--- src/rtl/reflet_serial_bus_bridge.sv ---
// UART host bridge: framed W/R commands on rx become single 16-bit bus accesses, replies on tx.
// Latency: SETUP + 1 write cycle or SETUP + read_latency cycles, then a 1- or 2-byte reply.
// Backpressure: none on rx; bytes arriving outside IDLE/command states are dropped. The host waits for the reply.
`timescale 1ns/1ps
module reflet_serial_bus_bridge #(
    parameter int clk_freq       = 1000000,
    parameter int baud_rate      = 9600,
    parameter int read_latency   = 1,
    parameter int timeout_cycles = 100000
) (
    input  logic        clk,
    input  logic        reset,
    input  logic        rx,
    output logic        tx,
    output logic        bus_own,
    output logic [15:0] bus_addr,
    output logic [15:0] bus_data_out,
    input  logic [15:0] bus_data_in,
    output logic        bus_write_en,
    output logic        busy
);

    localparam int DIV = clk_freq / baud_rate;
    localparam int CW  = $clog2(DIV + 1);
    localparam int TW  = $clog2(timeout_cycles + 1);
    localparam logic [CW-1:0] DIV_LAST = CW'(DIV - 1);
    localparam logic [CW-1:0] HALF_C   = CW'(DIV / 2);
    localparam logic [TW-1:0] TO_LAST  = TW'(timeout_cycles - 1);
    localparam logic [1:0]    LAT_LAST = 2'(read_latency - 1);

    localparam logic [7:0] OP_W = 8'h57;
    localparam logic [7:0] OP_R = 8'h52;
    localparam logic [7:0] ACK  = 8'h06;
    localparam logic [7:0] NAK  = 8'h15;

    typedef enum logic [3:0] {
        S_IDLE, S_W_AH, S_W_AL, S_W_DH, S_W_DL, S_R_AH, S_R_AL,
        S_SETUP, S_WRITE, S_READ, S_REPLY
    } state_t;

    state_t state;

    // receiver
    logic          rx_meta, rx_sync, rx_prev;
    logic          rx_active;
    logic [CW-1:0] rx_cnt;
    logic [3:0]    rx_bit;
    logic [7:0]    rx_shift;
    logic          rx_valid;

    // transmitter: up to two frames queued in one 20-bit shifter so bytes go out with no gap
    logic [19:0]   tx_frame;
    logic [4:0]    tx_len;
    logic          tx_load;
    logic [19:0]   tx_shift;
    logic [4:0]    tx_left;
    logic [CW-1:0] tx_cnt;

    // command registers
    logic [15:1]   addr_r;
    logic [7:0]    data_hi;
    logic          is_read;
    logic [TW-1:0] to_cnt;
    logic [1:0]    lat_cnt;

    assign busy = (state != S_IDLE);

    // RX: synchronise, detect start edge, sample each bit at mid-period, drop glitches and framing errors
    always_ff @(posedge clk or negedge reset) begin
        if (!reset) begin
            rx_meta   <= 1'b1;
            rx_sync   <= 1'b1;
            rx_prev   <= 1'b1;
            rx_active <= 1'b0;
            rx_cnt    <= '0;
            rx_bit    <= '0;
            rx_shift  <= '0;
            rx_valid  <= 1'b0;
        end else begin
            rx_meta  <= rx;
            rx_sync  <= rx_meta;
            rx_prev  <= rx_sync;
            rx_valid <= 1'b0;
            if (!rx_active) begin
                if (rx_prev && !rx_sync) begin
                    rx_active <= 1'b1;
                    rx_cnt    <= '0;
                    rx_bit    <= '0;
                end
            end else begin
                if (rx_cnt == DIV_LAST) begin
                    rx_cnt <= '0;
                    rx_bit <= rx_bit + 4'd1;
                end else begin
                    rx_cnt <= rx_cnt + 1'b1;
                end
                if (rx_cnt == HALF_C) begin
                    if (rx_bit == 4'd0) begin
                        if (rx_sync) rx_active <= 1'b0;
                    end else if (rx_bit == 4'd9) begin
                        rx_active <= 1'b0;
                        rx_valid  <= rx_sync;
                    end else begin
                        rx_shift <= {rx_sync, rx_shift[7:1]};
                    end
                end
            end
        end
    end

    // TX: shift out the loaded frame(s) LSB first, each bit held for exactly DIV cycles
    always_ff @(posedge clk or negedge reset) begin
        if (!reset) begin
            tx       <= 1'b1;
            tx_shift <= '0;
            tx_left  <= '0;
            tx_cnt   <= '0;
        end else if (tx_load) begin
            tx_shift <= tx_frame;
            tx_left  <= tx_len;
            tx_cnt   <= '0;
            tx       <= tx_frame[0];
        end else if (tx_left != 5'd0) begin
            if (tx_cnt == DIV_LAST) begin
                tx_cnt   <= '0;
                tx_shift <= {1'b1, tx_shift[19:1]};
                tx_left  <= tx_left - 5'd1;
                tx       <= (tx_left == 5'd1) ? 1'b1 : tx_shift[1];
            end else begin
                tx_cnt <= tx_cnt + 1'b1;
            end
        end
    end

    // Command FSM: collect command bytes, own the bus for one access, queue the reply
    always_ff @(posedge clk or negedge reset) begin
        if (!reset) begin
            state        <= S_IDLE;
            addr_r       <= '0;
            data_hi      <= '0;
            is_read      <= 1'b0;
            to_cnt       <= '0;
            lat_cnt      <= '0;
            bus_own      <= 1'b0;
            bus_addr     <= '0;
            bus_data_out <= '0;
            bus_write_en <= 1'b0;
            tx_frame     <= '0;
            tx_len       <= '0;
            tx_load      <= 1'b0;
        end else begin
            tx_load <= 1'b0;
            case (state)
                S_IDLE: begin
                    to_cnt <= '0;
                    if (rx_valid) begin
                        if (rx_shift == OP_W) begin
                            state   <= S_W_AH;
                            is_read <= 1'b0;
                        end else if (rx_shift == OP_R) begin
                            state   <= S_R_AH;
                            is_read <= 1'b1;
                        end else begin
                            state    <= S_REPLY;
                            tx_frame <= {10'h3FF, 1'b1, NAK, 1'b0};
                            tx_len   <= 5'd10;
                            tx_load  <= 1'b1;
                        end
                    end
                end
                S_W_AH, S_W_AL, S_W_DH, S_W_DL, S_R_AH, S_R_AL: begin
                    if (rx_valid) begin
                        to_cnt <= '0;
                        case (state)
                            S_W_AH: begin addr_r[15:8] <= rx_shift;      state <= S_W_AL; end
                            S_W_AL: begin addr_r[7:1]  <= rx_shift[7:1]; state <= S_W_DH; end
                            S_W_DH: begin data_hi      <= rx_shift;      state <= S_W_DL; end
                            S_W_DL: begin
                                state        <= S_SETUP;
                                bus_own      <= 1'b1;
                                bus_addr     <= {addr_r, 1'b0};
                                bus_data_out <= {data_hi, rx_shift};
                            end
                            S_R_AH: begin addr_r[15:8] <= rx_shift; state <= S_R_AL; end
                            S_R_AL: begin
                                state    <= S_SETUP;
                                bus_own  <= 1'b1;
                                bus_addr <= {addr_r[15:8], rx_shift[7:1], 1'b0};
                            end
                            default: state <= S_IDLE;
                        endcase
                    end else if (to_cnt == TO_LAST) begin
                        state <= S_IDLE;
                    end else begin
                        to_cnt <= to_cnt + 1'b1;
                    end
                end
                S_SETUP: begin
                    if (is_read) begin
                        state   <= S_READ;
                        lat_cnt <= '0;
                    end else begin
                        state        <= S_WRITE;
                        bus_write_en <= 1'b1;
                    end
                end
                S_WRITE: begin
                    bus_write_en <= 1'b0;
                    bus_own      <= 1'b0;
                    state        <= S_REPLY;
                    tx_frame     <= {10'h3FF, 1'b1, ACK, 1'b0};
                    tx_len       <= 5'd10;
                    tx_load      <= 1'b1;
                end
                S_READ: begin
                    if (lat_cnt == LAT_LAST) begin
                        bus_own  <= 1'b0;
                        state    <= S_REPLY;
                        tx_frame <= {1'b1, bus_data_in[7:0], 1'b0, 1'b1, bus_data_in[15:8], 1'b0};
                        tx_len   <= 5'd20;
                        tx_load  <= 1'b1;
                    end else begin
                        lat_cnt <= lat_cnt + 2'd1;
                    end
                end
                S_REPLY: begin
                    if (!tx_load && tx_left == 5'd0) state <= S_IDLE;
                end
                default: state <= S_IDLE;
            endcase
        end
    end

endmodule

--- config.mk ---
export PLATFORM = sky130hd
export DESIGN_NAME = reflet_serial_bus_bridge
export DESIGN_NICKNAME = d
export VERILOG_FILES = /design/src/rtl/reflet_serial_bus_bridge.sv
export SDC_FILE = /design/constraint.sdc
export NUM_CORES = 1
export LEC_CHECK = 0
export ABC_CLOCK_PERIOD_IN_PS = 2800
export CAP_MARGIN = 20
export CORE_ASPECT_RATIO = 1.4
export CORE_UTILIZATION = 58
export DETAILED_ROUTE_END_ITERATION = 10
export PLACE_DENSITY_LB_ADDON = 0.05
export SETUP_SLACK_MARGIN = 0.1
export SYNTH_ARGS = -nofsm -noshare
export SYNTH_HDL_FRONTEND = slang
export SYNTH_SLANG_ARGS = --single-unit
--- constraint.sdc ---
create_clock -name clk -period 2.8 [get_ports clk]
set_input_delay 0.28 -clock clk [delete_from_list [all_inputs] [get_ports clk]]
set_output_delay 0.28 -clock clk [all_outputs]
set_load 0.01 [all_outputs]
==> out/metrics.yaml <==
outcome: "finished clean"
track_usage_pct: 23.9
critPathArrivalTime_ps: 2030
skew_ps: 7.98
ys_seq_area_share_pct: 54.6
power_density_nw_per_um2: 587
area_growth_pct: 17.6
dieWidth_um: 96.2
cap_violations: 0
drv_slew: 0
num_antenna_cells: 0
first_global_vias: 5000
met1_usage_pct: 30.0
required_ps: 2520
timing.slew.headroom_pct: 42.9
synth.mux.area_fraction_pct: 13.1
ys_warn_count: 0
vias_per_cell: 5.77
layout_min_cycle_time_ps: 2310
use_met3_pct: 5.27
cts_tree: "yes"
synth_edf_count: 0
comb_power_share_pct: 4.3
post-route-period-util_pct: 82.6
postCtsSetupRepairBufs: 0
synthArstFlopShare_pct: 100
ant_nets: 0
synth_top_family_by_area: "simple AND/OR/NAND/NOR gates"
grt_pass1_wl_um: 23800
setup_viol: 0
startpoint_type: "flop"
final_common_cell: "dfrtp_1"
peakVddDrop_mv: 0.494
overflow: 0
syn_inst: 624
place_congestion: 0.874
htree_levels: 4
synthesis.nets: 654
clk_path_buf_depth: 2
port_buffers: 53
hold_viol: 0
synth-compound-area-share_pct: 10.0
io_pins: 55
p_sw_w: 0.00112
antenna_found_initial: 0
hold_class: "in2reg"
power_leakage_nw: 3.84
clk_root_buffer_cell: "clkbuf_16"
synth.distinct_cells: 70
start_util_pct: 60.3
synth_fa_ha_area_share_pct: 1.91
synth_ff_type: "dfrtp_1"
syn_avg_cell_area_um2: 11.5
final_cell_mix: "153 x dfrtp_1, 57 x mux2_2, 52 x clkdlybuf4s50_1, 49 x nand2_1, 46 x nor2_1"
synthXorXnorAreaFrac_pct: 3.16
whs_ps: 261
dr.pass1.iters: 4
seqPwrFrac_pct: 48.1
drc_errors: 0
crit_path_end_kind: "output pin"
synth_area_um2: 7200
num_vias: 4845
hpwl_um: 9390
drive_gt1_share_pct: 17.9
rsz0062_at_grt: "false"
setup_tns_ps: 0
clock-sinks: 157
die_h_um: 134
power_frac_clock_pct: 47.6
grtUsageMet2_pct: 40.6
critPathKind: "reg2out"
drt-total-wl_um: 13900
wl_per_cell_um: 16.5
grt_max_degree: 61
core_area_um2: 11900
ys_ff_latch: 157
fmax_mhz: 432
clk_pin_slew_ps: 60
die_area_um2: 12900
worst_pin_slew_ps: 856
swShare_pct: 22.6
clock_latency_ps: 420
grt_busiest_layer: "met2"
yosys.area_share.simple_pct: 13.8
finalCoreUtilization_pct: 70.9
drt_iter0_drc: 270
fin_nets: 709
p_int_w: 0.00385
cts_made_buffers: 17
core.rowCount: 47
path_max_fanout: 10
==> flip-flops by register name, summed over array words and instances (netlist names), 5 cells and up <==
| name | flops |
|---|---|
| addr_r | 15 |
| bus_addr | 15 |
| bus_data_out | 16 |
| data_hi | 8 |
| rx_cnt | 7 |
| rx_shift | 8 |
| to_cnt | 17 |
| tx_cnt | 7 |
| tx_frame | 18 |
| tx_left | 5 |
| tx_shift | 19 |
==> logic make-up (layout without fill, tap and decap cells) <==
logic type	Yosys count	in the layout
xor+xnor	26	26
compound gates	110	110
other cells	1	1
simple gates	184	184
flops	157	157
fa+ha+maj	11	11
buf+inv	49	117
mux	86	86
==> layout make-up <==
class,instances,area (um^2)
Sequential cell,157,3930
Fill cell,828,3470
Timing Repair Buffer,64,629
Multi-Input combinational cell,418,3030
Tap cell,147,184
Clock inverter,13,180
Inverter,21,78.8
Clock buffer,19,433
==> worst paths after layout <==
check	start	end	slack, ps	cells past startpoint
worst max-delay path	state[0]	busy	490	3
worst min-delay path	rx	rx_meta	260	1
worst max register to register	tx_left[0]	tx_shift[17]	510	8
worst min register to register	rx_meta	rx_sync	360	0
max in group asynchronous	reset	rx_prev	1640	3
min in group asynchronous	reset	tx_frame[14]	410	2
==> metal layers <==
layer / share of wire [%] / vias to the layer above
met3: 3.5 / 21
met1: 43 / 2394
met5: 0 / -
met4: 1.8 / 0
li1: - / 2329
met2: 52 / 101
==> worst max-delay path, stage by stage (launching register included) <==
cell and delay [ps]:
dfrtp_1 500, nor4_2 520, inv_1 80, clkdlybuf4s50_1 510
==> power groups by stage <==
stage / combinational (W) / clock [W] / sequential, W
finish: 0.000216 / 0.00236 / 0.00239
global route: 0.000247 / 0.00250 / 0.00240
CTS: 0.000219 / 0.00240 / 0.00239
detailed placement: 0.000216 / 0 / 0.00243
global placement: 0.000206 / 0 / 0.00243
floorplan: 0.000119 / 0 / 0.00241
==> cell usage after synthesis, types with 3 or more instances <==
library cell / number / area (um^2)
ha_1: 11 / 138
and3_1: 8 / 50.1
a21oi_1: 25 / 125
buf_2: 7 / 35.0
nand2_1: 49 / 184
mux2_2: 57 / 642
nor4_1: 5 / 31.3
a22o_1: 9 / 78.8
buf_4: 4 / 30.0
and2_1: 3 / 18.8
clkbuf_1: 13 / 48.8
dfstp_2: 4 / 105
nand2b_1: 7 / 43.8
xnor2_1: 14 / 123
o21ai_1: 15 / 75.1
nand3_1: 19 / 95.1
o22a_1: 9 / 78.8
nand4_1: 9 / 56.3
a2bb2oi_1: 3 / 26.3
nor2_1: 46 / 173
inv_1: 20 / 75.1
o21ai_0: 24 / 120
mux2i_1: 27 / 270
nor3_1: 8 / 40.0
nor2b_1: 4 / 25.0
dfrtp_1: 153 / 3830
buf_6: 4 / 45.0
and4_1: 4 / 35.0
xor2_1: 12 / 105
==> repair_timing <==
action                                 in CTS  in global routing
gates resized for setup                     0                  0
hold buffers                                1                  0
endpoints found under the hold margin      57                  0
==> through the flow <==
stage	std cells	setup slack [ps]	total power [W]	cell area (um^2)
after floorplan	624	773	0.00253	7200
after global placement	806	676	0.00263	7850
after detailed placement	806	562	0.00264	7850
after CTS	839	487	0.00501	8470
after global routing	839	390	0.00515	8470
final	839	488	0.00497	8470
Note: power is estimated with default switching activity, not from simulation.
